<file path="src/rtl/led_status_arbiter.sv">
// Status-LED arbiter: fixed-priority owner with minimum hold time, blink ticks, per-requester pattern decode.
// Optional: define LED_ARB_PREEMPT_EN to let a higher-priority req preempt while the hold timer is running.

module led_pattern_dec (
  input  logic [2:0] mode,
  input  logic       blink,
  output logic       green,
  output logic       red
);
  always_comb begin
    green = 1'b0;
    red   = 1'b0;
    case (mode)
      3'd1: green = 1'b1;
      3'd2: red   = 1'b1;
      3'd3: green = blink;
      3'd4: red   = blink;
      3'd5: begin green = ~blink; red = blink; end
      3'd6: begin green = 1'b1;   red = 1'b1;  end
      default: ;
    endcase
  end
endmodule

module led_status_arbiter #(
  parameter real CLK_FREQUENCY = 65.0e6,
  parameter real TICK_PERIOD   = 0.125,
  parameter int  NUM_REQ       = 4,
  parameter int  HOLD_TICKS    = 8
) (
  input  logic                   clk,
  input  logic                   rst,
  input  logic [NUM_REQ-1:0]     req,
  input  logic [3*NUM_REQ-1:0]   mode,
  output logic [NUM_REQ-1:0]     grant,
  output logic                   led_green,
  output logic                   led_red,
  output logic                   led_blue,
  output logic                   tick
);
  localparam int TICK_COUNT = $rtoi(CLK_FREQUENCY * TICK_PERIOD + 0.5);
  localparam int CW = $clog2(TICK_COUNT);
  localparam int HW = $clog2(HOLD_TICKS + 1);
  localparam int IW = (NUM_REQ > 1) ? $clog2(NUM_REQ) : 1;

  localparam logic [0:0] S_IDLE  = 1'b0;
  localparam logic [0:0] S_GRANT = 1'b1;

`ifdef LED_ARB_PREEMPT_EN
  localparam bit PREEMPT = 1'b1;
`else
  localparam bit PREEMPT = 1'b0;
`endif

  logic [CW-1:0] cnt;
  logic [2:0]    phase;
  logic          blink;
  logic [0:0]    state, nxt_state;
  logic [IW-1:0] owner, nxt_owner;
  logic [HW-1:0] hold, nxt_hold;
  logic          lo_any, hp_any;
  logic [IW-1:0] lo_idx;
  logic [NUM_REQ-1:0] dec_g, dec_r;

  assign blink = phase[2];

  always_ff @(posedge clk or posedge rst) begin
    if (rst) begin
      cnt   <= '0;
      tick  <= 1'b0;
      phase <= '0;
    end else begin
      cnt   <= (cnt == CW'(TICK_COUNT - 1)) ? '0 : cnt + 1'b1;
      tick  <= (cnt == CW'(TICK_COUNT - 1));
      if (tick) phase <= phase + 3'd1;
    end
  end

  genvar g;
  generate
    for (g = 0; g < NUM_REQ; g++) begin : g_dec
      led_pattern_dec u_dec (
        .mode  (mode[3*g +: 3]),
        .blink (blink),
        .green (dec_g[g]),
        .red   (dec_r[g])
      );
    end
  endgenerate

  // Lowest asserted index; it is also the only possible higher-priority candidate.
  always_comb begin
    lo_any = 1'b0;
    lo_idx = '0;
    for (int i = NUM_REQ - 1; i >= 0; i--)
      if (req[i]) begin
        lo_any = 1'b1;
        lo_idx = IW'(i);
      end
  end

  assign hp_any = lo_any && (state == S_GRANT) && (lo_idx < owner);

  always_comb begin
    nxt_state = state;
    nxt_owner = owner;
    nxt_hold  = hold;
    if (tick && hold != '0) nxt_hold = hold - 1'b1;
    if (state == S_IDLE) begin
      if (lo_any) begin
        nxt_state = S_GRANT;
        nxt_owner = lo_idx;
        nxt_hold  = HW'(HOLD_TICKS);
      end
    end else begin
      if (hp_any && (hold == '0 || PREEMPT)) begin
        nxt_owner = lo_idx;
        nxt_hold  = HW'(HOLD_TICKS);
      end else if (hold != '0 || req[owner]) begin
        nxt_owner = owner;
      end else if (lo_any) begin
        nxt_owner = lo_idx;
        nxt_hold  = HW'(HOLD_TICKS);
      end else begin
        nxt_state = S_IDLE;
      end
    end
  end

  always_ff @(posedge clk or posedge rst) begin
    if (rst) begin
      state     <= S_IDLE;
      owner     <= '0;
      hold      <= '0;
      grant     <= '0;
      led_green <= 1'b0;
      led_red   <= 1'b0;
      led_blue  <= 1'b0;
    end else begin
      state <= nxt_state;
      owner <= nxt_owner;
      hold  <= nxt_hold;
      if (nxt_state == S_GRANT) begin
        grant     <= NUM_REQ'(1) << nxt_owner;
        led_green <= dec_g[nxt_owner];
        led_red   <= dec_r[nxt_owner];
        led_blue  <= 1'b1;
      end else begin
        grant     <= '0;
        led_green <= 1'b0;
        led_red   <= 1'b0;
        led_blue  <= blink;
      end
    end
  end
endmodule

</file>
<file path="config.mk">
export PLATFORM = sky130hd
export DESIGN_NAME = led_status_arbiter
export DESIGN_NICKNAME = d
export VERILOG_FILES = /design/src/rtl/led_status_arbiter.sv
export SDC_FILE = /design/constraint.sdc
export NUM_CORES = 1
export LEC_CHECK = 0
export BUFFER_PORTS_ARGS = -buffer_cell sky130_fd_sc_hd__buf_2
export CAP_MARGIN = 5
export CORE_UTILIZATION = 52
export CTS_CLUSTER_SIZE = 12
export DETAILED_ROUTE_END_ITERATION = 6
export GPL_TIMING_DRIVEN = 0
export PLACE_DENSITY = 0.83
export RECOVER_POWER = 50
export SLEW_MARGIN = 20
export SYNTH_ARGS = -nofsm -noshare
export SYNTH_HDL_FRONTEND = slang
export SYNTH_SLANG_ARGS = --single-unit
</file>
<file path="constraint.sdc">
create_clock -name clk -period 2.4 [get_ports clk]
set_clock_uncertainty 0.15 [all_clocks]
set_input_delay 0.24 -clock clk [delete_from_list [all_inputs] [get_ports clk]]
set_output_delay 0.24 -clock clk [all_outputs]
set_load 0.05 [all_outputs]
</file>
==> results of run 1 <==
[cells by family after synthesis]
logic type,count (synthesis),synth area share
adder cells (fa/ha/maj),4,0.0222
multiplexers,11,0.0576
AND/OR/NAND/NOR,99,0.217
buffers and inverters,14,0.0266
XOR/XNOR,23,0.0892
flip-flops,41,0.454
AO/OA/AOI/OAI,35,0.134
[how the worst min path moves through the flow]
stage                          start          endpoint  depth (start not counted)
finish                        req[3]   state$_DFF_PP0_                          3
global placement    cnt[0]$_DFF_PP0_  cnt[0]$_DFF_PP0_                          1
detailed placement               rst    tick$_DFF_PP0_                          2
CTS                           req[3]   state$_DFF_PP0_                          3
floorplan                     req[0]   state$_DFF_PP0_                          2
global route                  req[3]   state$_DFF_PP0_                          3
[power by group through the flow]
stage / registers (W) / clock network (W) / logic [W]
2_1_floorplan: 0.000914 / 0 / 0.000254
3_3_place_gp: 0.000793 / 0 / 0.000483
3_5_place_dp: 0.000793 / 0 / 0.000494
4_1_cts: 0.000782 / 0.000420 / 0.000512
5_1_grt: 0.000788 / 0.000447 / 0.000562
6_report: 0.000783 / 0.000403 / 0.000521
[worst reg2reg max path, cell delays in order (launching register included)]
cell	delay [ns]
dfrtp_1	0.40
inv_2	0.09
ha_4	0.15
or3b_4	0.40
buf_8	0.16
o311ai_4	0.28
mux2_4	0.36
a311o_1	0.30
o32ai_2	0.11
[synthesized netlist by cell type, types with 2 or more instances]
cell | n | area [um2]
a211oi_1 | 2 | 15.0
a21oi_1 | 9 | 45.0
a22o_1 | 2 | 17.5
and2_1 | 3 | 18.8
and3_1 | 3 | 18.8
and4_1 | 2 | 17.5
clkbuf_1 | 3 | 11.3
dfrtp_1 | 41 | 1030
ha_1 | 4 | 50.1
inv_1 | 10 | 37.5
mux2_2 | 2 | 22.5
mux2i_1 | 7 | 70.1
nand2_1 | 20 | 75.1
nand2b_1 | 2 | 12.5
nand3_1 | 9 | 45.0
nand4_1 | 5 | 31.3
nand4b_1 | 2 | 17.5
nor2_1 | 34 | 128
nor2b_1 | 4 | 25.0
nor3_1 | 6 | 30.0
nor4_1 | 2 | 12.5
o21ai_0 | 3 | 15.0
o41a_1 | 2 | 22.5
or2_1 | 3 | 18.8
xnor2_1 | 12 | 105
xor2_1 | 11 | 96.3
[cells in the final DEF, fill, tap and decap left out, types with 2 or more instances in the layout]
cell type,netlist,layout
a211oi_1,2,2
nor2b_1,4,4
ha_1,4,3
inv_1,10,7
nor3_1,6,6
nand3_1,9,9
a21oi_1,9,8
dfrtp_1,41,41
clkbuf_8,0,5
nand2_1,20,20
mux2_2,2,2
xnor2_1,12,12
xor2_1,11,11
a22o_1,2,2
nand2b_1,2,2
and4_1,2,2
and2_1,3,3
nor4_1,2,2
or2_1,3,3
nor2_1,34,34
nand4b_1,2,2
clkbuf_1,3,2
o41a_1,2,2
nand4_1,5,5
inv_2,0,3
mux2i_1,7,7
buf_4,0,7
clkbuf_2,0,2
o21ai_0,3,3
buf_2,0,25
a21oi_2,1,2
and3_1,3,3
[layer usage]
metal / vias up / track usage / part of all wire
li1: 877 / - / -
met1: 876 / 0.290 / 0.46
met2: 34 / 0.380 / 0.50
met3: 2 / 0.0600 / 0.032
met4: 0 / 0.0859 / 0.0075
met5: - / 0 / 0
[metrics by stage]
stage | TNS [ns] | setup slack, ns | std cells | cell area (um2) | power [W]
3_5_place_dp | -0.403 | -0.192 | 303 | 2480 | 0.00129
4_1_cts | -0.0304 | -0.0304 | 314 | 2620 | 0.00171
5_1_grt | -0.259 | -0.149 | 317 | 2640 | 0.00180
3_3_place_gp | -0.304 | -0.183 | 302 | 2460 | 0.00128
2_1_floorplan | 0 | 0.00790 | 227 | 2270 | 0.00117
6_report | -0.123 | -0.0795 | 317 | 2640 | 0.00171
[flip-flops by register name, summed over array words and instances (netlist names)]
| signal | flops |
|---|---|
| hold | 4 |
| tick | 1 |
| led_blue | 1 |
| phase | 3 |
| grant | 4 |
| led_green | 1 |
| owner | 2 |
| led_red | 1 |
| state | 1 |
| cnt | 23 |
[repair_timing]
item | CTS | global route
pin swaps | 5 | 3
hold buffers | 1 | 0
resized for setup | 8 | 5
endpoints found under the setup margin | 7 | 16
setup buffers | 4 | 3
hold endpoints to repair | 41 | 0
[cell type report]
cell class              instances  area, um2  share of cell area
clock inverters                 1       5.00             0.00190
repair buffers                 34        193              0.0730
flip-flops and latches         41       1030               0.389
plain buffers                   4       27.5              0.0104
well taps                      50       62.6              0.0237
multi-input cells             172       1220               0.462
clock buffers                   5       68.8              0.0261
inverters                      10       37.5              0.0142
==> impl_metrics.yaml, run 1 <==
route:
  wl_per_cell_um: 14.2
  ant_nets: 0
  drtIter0Drc: 72
  drt_wl_total_um: 4510
  routed_via_density: 5.64
  vias: 1789
  route.detailed.drc: 0
  dr.pass1.iters: 4
synth:
  syn_area_per_cell_um2: 9.95
  syn_area_um2: 2260
  ys_types: 50
  ys_seq_area_frac: 0.454
  syn-num-nets: 249
  synth_seq_cells: 41
  yosys_warnings: 0
  synth_edf_count: 0
  postSynth.asyncResetShare: 1.00
  postSynthCellCount: 227
  ys.flop_type: "dfrtp_1"
sta:
  maxSlewViolCount: 0
  setup_viol_count_final: 2
  max_freq_ghz: 0.403
  hold_ws_ns: 0.165
  rsz0062_at_grt: "true"
  layout_setup_ws_ns: -0.0795
  timing.final.crit_share: 1.03
  slew_headroom: 0.475
  max_slew.worst_pin.slew_ns: 0.788
  finalHoldViolations: 0
  period_minus_slack_ns: 2.48
die:
  die_y_um: 67.9
  initial_core_util: 0.553
  core_um2: 4090
  row_count: 23
  num_io_pins: 26
  die_x_um: 67.9
  dieArea_um2: 4610
critical_path:
  reg2reg_setup_slack_ns: -0.08
  reg2reg_from: "hold[1]$_DFF_PP0_"
  cp.arrival_ns: 2.52
  cp.buffers_inverters: 2
  endpoint: "led_green$_DFF_PP0_"
  crit_family: "compound AO/OA/AOI/OAI gates"
  r2r.worst_path.cells: 8
  r2r_end: "led_green$_DFF_PP0_"
  crit_path_cell_trace: "inv_2 > ha_4 > or3b_4 > buf_8 > o311ai_4 > mux2_4 > a311o_1 > o32ai_2"
  required_ns: 2.44
  critPathLaunch: "hold[1]$_DFF_PP0_"
  worst-path-max-fanout: 8
  startpoint_type: "flip-flop"
  critPathKind: "flip-flop to flip-flop"
  cp_slowest_cell: "dfrtp_1"
  slowest_delay_ns: 0.40
  crit_cells: 8
  endpoint_kind: "flip-flop"
layout:
  fillers: 333
  finalNetCount: 290
  antennaDiodeCount: 0
  drive_gt1_frac: 0.225
  area_delta_synth_final_pct: 16.8
  fin_util: 0.646
place:
  numPortBuffers: 25
  dp_hpwl_um: 3180
  place.gp.congestion: 0.791
pwr:
  seq_power_share: 0.458
  power.share.switching: 0.340
  ir_worst_vdd_mv: 0.395
  power.internal_w: 0.00113
  p_comb_frac: 0.305
  p_sw_w: 0.000581
  power.leakage_nw: 1.21
  p_clk_frac: 0.236
  p_per_area_nw_per_um2: 647
clock_tree:
  cts.path.max_buffers: 2
  cts_made_buffers: 5
  insertion_delay_ns: 0.29
  cts_sinks: 41
  clkSlewWorstSetupHoldPaths_ns: 0.07
  cts_root_buffer: "clkbuf_8"
  cts_max_level: 2
  cts_tree: "yes"
global_route:
  grt_pass1_wl_um: 7690
  grt_usage: 0.230
  grt_overflow: 0
  grt_pass1_vias: 1703
  antenna_found_initial: 0
  grt_max_degree: 35
job:
  drv_cap: 0
hold_path:
  hold_class: "input pin to flip-flop"
status:
  violations: "negative setup slack"
  status: "complete, but fails checks"
No activity file was read; power rests on OpenSTA's default activity.
==> inputs of run 2 (changes only) <==
--- a/config.mk
+++ b/config.mk
@@ -7,11 +7,13 @@
 export LEC_CHECK = 0
 export BUFFER_PORTS_ARGS = -buffer_cell sky130_fd_sc_hd__buf_2
 export CAP_MARGIN = 5
-export CORE_UTILIZATION = 52
+export CELL_PAD_IN_SITES_DETAIL_PLACEMENT = 0
+export CELL_PAD_IN_SITES_GLOBAL_PLACEMENT = 2
+export CORE_UTILIZATION = 33
 export CTS_CLUSTER_SIZE = 12
 export DETAILED_ROUTE_END_ITERATION = 6
 export GPL_TIMING_DRIVEN = 0
-export PLACE_DENSITY = 0.83
+export PLACE_DENSITY = 0.82
 export RECOVER_POWER = 50
 export SLEW_MARGIN = 20
 export SYNTH_ARGS = -nofsm -noshare
==> impl_metrics.yaml, run 2 (synthesized netlist as in run 1, its figures left out) <==
pwr:
  power.leakage_nw: 1.22
  seq_power_share: 0.434
  p_clk_frac: 0.277
  p_per_area_nw_per_um2: 675
  ir_worst_vdd_mv: 0.249
  p_comb_frac: 0.288
  power.share.switching: 0.335
  power.internal_w: 0.00120
  p_sw_w: 0.000605
job:
  drv_cap: 0
critical_path:
  critPathKind: "flip-flop to flip-flop"
  required_ns: 2.44
  endpoint_kind: "flip-flop"
  worst-path-max-fanout: 8
  startpoint_type: "flip-flop"
  cp.arrival_ns: 2.45
  reg2reg_setup_slack_ns: -0.01
  r2r.worst_path.cells: 8
layout:
  final-seq-area_um2: 1030
  largest_register_ffs: 23
  reg_top3: "cnt x23, grant x4, hold x4"
  finalNetCount: 287
  fin_area_um2: 2670
  fin_util: 0.412
  antennaDiodeCount: 0
  multi_input_area_um2: 1210
  final_cells: 343
  layout_commonest_cell: "dfrtp_1"
  area_delta_synth_final_pct: 18.4
  drive_gt1_frac: 0.222
  fillers: 638
  final_cell_mix: "dfrtp_1, nor2_1, buf_2"
  top_register: "cnt"
hold_path:
  hold_class: "input pin to flip-flop"
  hold_depth: 3
route:
  routed_via_density: 5.06
  route.detailed.drc: 0
  drtIter0Drc: 44
  drt_wl_total_um: 4500
  ant_nets: 0
  wl_per_cell_um: 13.1
  dr.pass1.iters: 4
  vias: 1736
die:
  num_io_pins: 26
  row_count: 29
  die_y_um: 84.7
  core_um2: 6490
  die_x_um: 84.7
  dieArea_um2: 7180
  initial_core_util: 0.348
sta:
  slew_headroom: 0.567
  max_slew.worst_pin.slew_ns: 0.650
  finalHoldViolations: 0
  period_minus_slack_ns: 2.41
  timing.final.crit_share: 1.00
  rsz0062_at_grt: "true"
  layout_setup_ws_ns: -0.0118
  max_freq_ghz: 0.415
  setup_viol_count_final: 1
  maxSlewViolCount: 0
  hold_ws_ns: 0.149
global_route:
  grt_pass1_wl_um: 7910
  grt_max_degree: 28
  grt_pass1_vias: 1717
  antenna_found_initial: 0
  grt_usage: 0.138
  grt_overflow: 0
clock_tree:
  cts_max_level: 2
  cts_sinks: 41
  cts.path.max_buffers: 2
  clkSlewWorstSetupHoldPaths_ns: 0.08
  cts_root_buffer: "clkbuf_8"
  cts_tree: "yes"
  cts_made_buffers: 5
  insertion_delay_ns: 0.29
place:
  placed_cells: 330
  numPortBuffers: 25
  dp_slack_ns: -0.188
  place.gp.congestion: 0.766
  dp_hpwl_um: 3360
  place_area_um2: 2510
status:
  status: "complete, but fails checks"
  violations: "negative setup slack"
==> run 2: path summary, 6_finish.rpt <==
check | endpoint | from
min in group asynchronous | cnt[6]$_DFF_PP0_ | rst
worst max-delay path | led_green$_DFF_PP0_ | hold[0]$_DFF_PP0_
max in group asynchronous | owner[0]$_DFF_PP0_ | rst
worst max register to register | led_green$_DFF_PP0_ | hold[0]$_DFF_PP0_
worst min register to register | cnt[0]$_DFF_PP0_ | cnt[0]$_DFF_PP0_
worst min-delay path | state$_DFF_PP0_ | req[3]
==> run 2: metrics by stage <==
stage / TNS [ns] / power, W
floorplan: 0 / 0.00117
detailed placement: -0.321 / 0.00129
global placement: -0.458 / 0.00129
global route: -0.171 / 0.00189
finish: -0.0118 / 0.00180
CTS: -0.0622 / 0.00182
==> run 2: layout make-up <==
class,count,area share
Tap cell,77,0.0360
Multi-Input combinational cell,172,0.454
Timing Repair Buffer,31,0.0636
Buffer,4,0.00983
Clock buffer,7,0.0360
Clock inverter,1,0.00187
Inverter,10,0.0140
Sequential cell,41,0.384
==> run 2: timing repair <==
item | in CTS | in global routing
hold buffers | 1 | 0
endpoints found under the hold margin | 14 | 0
pin swaps | 3 | 1
gates resized for setup | 6 | 6
buffers inserted | 4 | 0
endpoints found under the setup margin | 7 | 11
==> run 2: worst max-delay path: stages, from the launching register on <==
cell	delay, ns
dfrtp_1	0.38
inv_2	0.07
ha_2	0.16
or3b_4	0.38
buf_8	0.15
o311ai_4	0.27
mux2_4	0.35
a311o_1	0.29
o32ai_2	0.11
==> run 2: power by group through the flow <==
stage | clock, W | sequential (W) | combinational (W)
detailed placement | 0 | 0.000795 | 0.000498
global route | 0.000540 | 0.000791 | 0.000562
floorplan | 0 | 0.000914 | 0.000254
finish | 0.000501 | 0.000783 | 0.000521
CTS | 0.000518 | 0.000782 | 0.000520
global placement | 0 | 0.000797 | 0.000496
==> run 2: layer usage <==
layer  track usage  up-vias  part of all wire
met2         0.228       17              0.47
li1              -      875                 -
met4        0.0416        0            0.0093
met5             0        -                 0
met1         0.181      837              0.50
met3        0.0295        7             0.023
==> inputs of run 3 (changes only) <==
--- a/config.mk
+++ b/config.mk
@@ -13,9 +13,11 @@
 export CTS_CLUSTER_SIZE = 12
 export DETAILED_ROUTE_END_ITERATION = 6
 export GPL_TIMING_DRIVEN = 0
-export PLACE_DENSITY = 0.82
+export PLACE_DENSITY = 0.83
 export RECOVER_POWER = 50
+export SKIP_LAST_GASP = 1
 export SLEW_MARGIN = 20
 export SYNTH_ARGS = -nofsm -noshare
 export SYNTH_HDL_FRONTEND = slang
+export SYNTH_HIERARCHICAL = 1
 export SYNTH_SLANG_ARGS = --single-unit
==> impl_metrics.yaml, run 3 <==
layout:
  largest_register_ffs: 23
  antennaDiodeCount: 0
  reg_top3: "cnt x23, grant x4, hold x4"
  finalNetCount: 293
  layout_commonest_cell: "dfrtp_1"
  drive_gt1_frac: 0.265
  top_register: "cnt"
  final_cell_mix: "dfrtp_1, nor2_1, buf_2"
  area_delta_synth_final_pct: 22.5
  fin_area_um2: 2760
  fillers: 635
sta:
  max_freq_ghz: 0.420
  timing.final.crit_share: 0.993
  finalHoldViolations: 0
  max_slew.worst_pin.slew_ns: 0.720
  layout_setup_ws_ns: 0.0168
  rsz0062_at_grt: "true"
  setup_viol_count_final: 0
  maxSlewViolCount: 0
  slew_headroom: 0.520
  period_minus_slack_ns: 2.38
clock_tree:
  cts_max_level: 2
  insertion_delay_ns: 0.30
  cts_tree: "yes"
  cts_sinks: 41
  cts.path.max_buffers: 2
  clkSlewWorstSetupHoldPaths_ns: 0.08
  cts_root_buffer: "clkbuf_8"
  cts_made_buffers: 5
synth:
  synth.most_common_cell: "dfrtp_1"
  yosysTopAreaCell: "dfrtp_1"
  ys_seq_area_frac: 0.456
  ys_types: 53
  postSynthCellCount: 229
  syn_area_per_cell_um2: 9.82
  ys.flop_type: "dfrtp_1"
  yosys_warnings: 6
  synthTopCellsByArea: "dfrtp_1, nor2_1, xor2_1"
  syn-num-nets: 251
  synth_top_area_share: 0.456
  synth_seq_cells: 41
  postSynth.asyncResetShare: 1.00
  syn_area_um2: 2250
  synth_edf_count: 0
  synth_common_cells: "dfrtp_1, nor2_1, nand2_1"
global_route:
  grt_pass1_wl_um: 8430
  grt_pass1_vias: 1732
  grt_max_degree: 30
  grt_overflow: 0
  grt_usage: 0.150
  antenna_found_initial: 0
route:
  drt_wl_total_um: 4780
  top_layer_used: "met4"
  routed_via_density: 5.10
  wl_per_cell_um: 13.7
  wl_met1_um: 2380
  drtIter0Drc: 105
  wl_met3_um: 200
  ant_nets: 0
  dr.pass1.iters: 6
  vias: 1780
  route.detailed.drc: 2
  wl_met2_um: 2120
critical_path:
  critPathKind: "flip-flop to flip-flop"
  reg2reg_from: "hold[1]$_DFF_PP0_"
  critPathLaunch: "hold[1]$_DFF_PP0_"
  cp.arrival_ns: 2.39
  startpoint_type: "flip-flop"
  endpoint_kind: "flip-flop"
  worst-path-max-fanout: 4
  required_ns: 2.41
pwr:
  p_per_area_nw_per_um2: 684
  ir_worst_vdd_mv: 0.386
  power.leakage_nw: 1.22
  power_w: 0.00188
status:
  status: "complete, but fails checks"
  violations: "design-rule violations"
place:
  numPortBuffers: 25
  dp_hpwl_um: 3370
  place.gp.congestion: 0.827
  dp_slack_ns: -0.336
  place_area_um2: 2500
die:
  core_um2: 6460
  initial_core_util: 0.348
  die_y_um: 84.6
  dieArea_um2: 7150
  row_count: 29
  num_io_pins: 26
  die_x_um: 84.6
job:
  drv_cap: 0
hold_path:
  min_from: "req[0]"
  hold_class: "input pin to flip-flop"
[run 3: final cells by class]
class,instances,area (um2),area share
plain buffers,4,31.3,0.0114
clock buffers,6,82.6,0.0300
clock inverters,2,37.5,0.0136
inverters,14,65.1,0.0236
multi-input cells,169,1210,0.439
flip-flops and latches,41,1030,0.372
well taps,77,96.3,0.0350
repair buffers,36,208,0.0754
[run 3: layer usage]
layer  track usage  vias up
li1              -      884
met1         0.200      854
met2         0.237       34
met3        0.0374        8
met4        0.0570        0
met5             0        -
[run 3: kinds of logic after synthesis]
group	synth area share
muxes	0.0395
DFF	0.456
AOI/OAI and AO/OA	0.123
adders and majority gates	0.0222
and+or+nand+nor	0.231
buffers and inverters	0.0428
xor gates and xnor gates	0.0856
[run 3: through the flow]
| step | utilization | hold WS [ns] | TNS [ns] | std cells |
|---|---|---|---|---|
| 5_1_grt | 0.427 | 0.253 | -0.0806 | 349 |
| 4_1_cts | 0.417 | 0.220 | -0.0446 | 347 |
| 6_report | 0.427 | 0.221 | 0 | 349 |
| 3_5_place_dp | 0.387 | 0.0620 | -1.81 | 332 |
| 2_1_floorplan | - | 0.295 | 0 | 229 |
| 3_3_place_gp | 0.384 | 0.313 | -1.61 | 331 |
[run 3: worst paths after layout]
check / end / slack, ns / cells after the start
min reg2reg: phase[0]$_DFFE_PP0P_ / 0.34 / 1
min: grant[3]$_DFF_PP0_ / 0.22 / 4
max: led_red$_DFF_PP0_ / 0.02 / 8
max reg2reg: led_red$_DFF_PP0_ / 0.02 / 8
max in group asynchronous: cnt[4]$_DFF_PP0_ / 0.66 / 4
min in group asynchronous: cnt[19]$_DFF_PP0_ / 0.36 / 3
[run 3: critical path, cell delays in order (launching register included)]
cell	delay, ns
dfrtp_1	0.40
inv_2	0.09
ha_4	0.13
or3b_4	0.40
or4_4	0.46
a21o_4	0.27
clkinv_8	0.06
mux2i_2	0.20
a211oi_1	0.09
[run 3: power by group]
| part | internal [W] | switching, W |
|---|---|---|
| combinational | 0.000217 | 0.000323 |
| sequential | 0.000734 | 0.0000178 |
| clock | 0.000338 | 0.000253 |
[run 3: what timing repair did]
action,4_1_cts,5_1_grt
hold buffers,1,0
buffers inserted,6,3
endpoints found under the hold margin,12,0
pin swaps,4,4
gates resized for setup,6,14
endpoints found under the setup margin,2,19
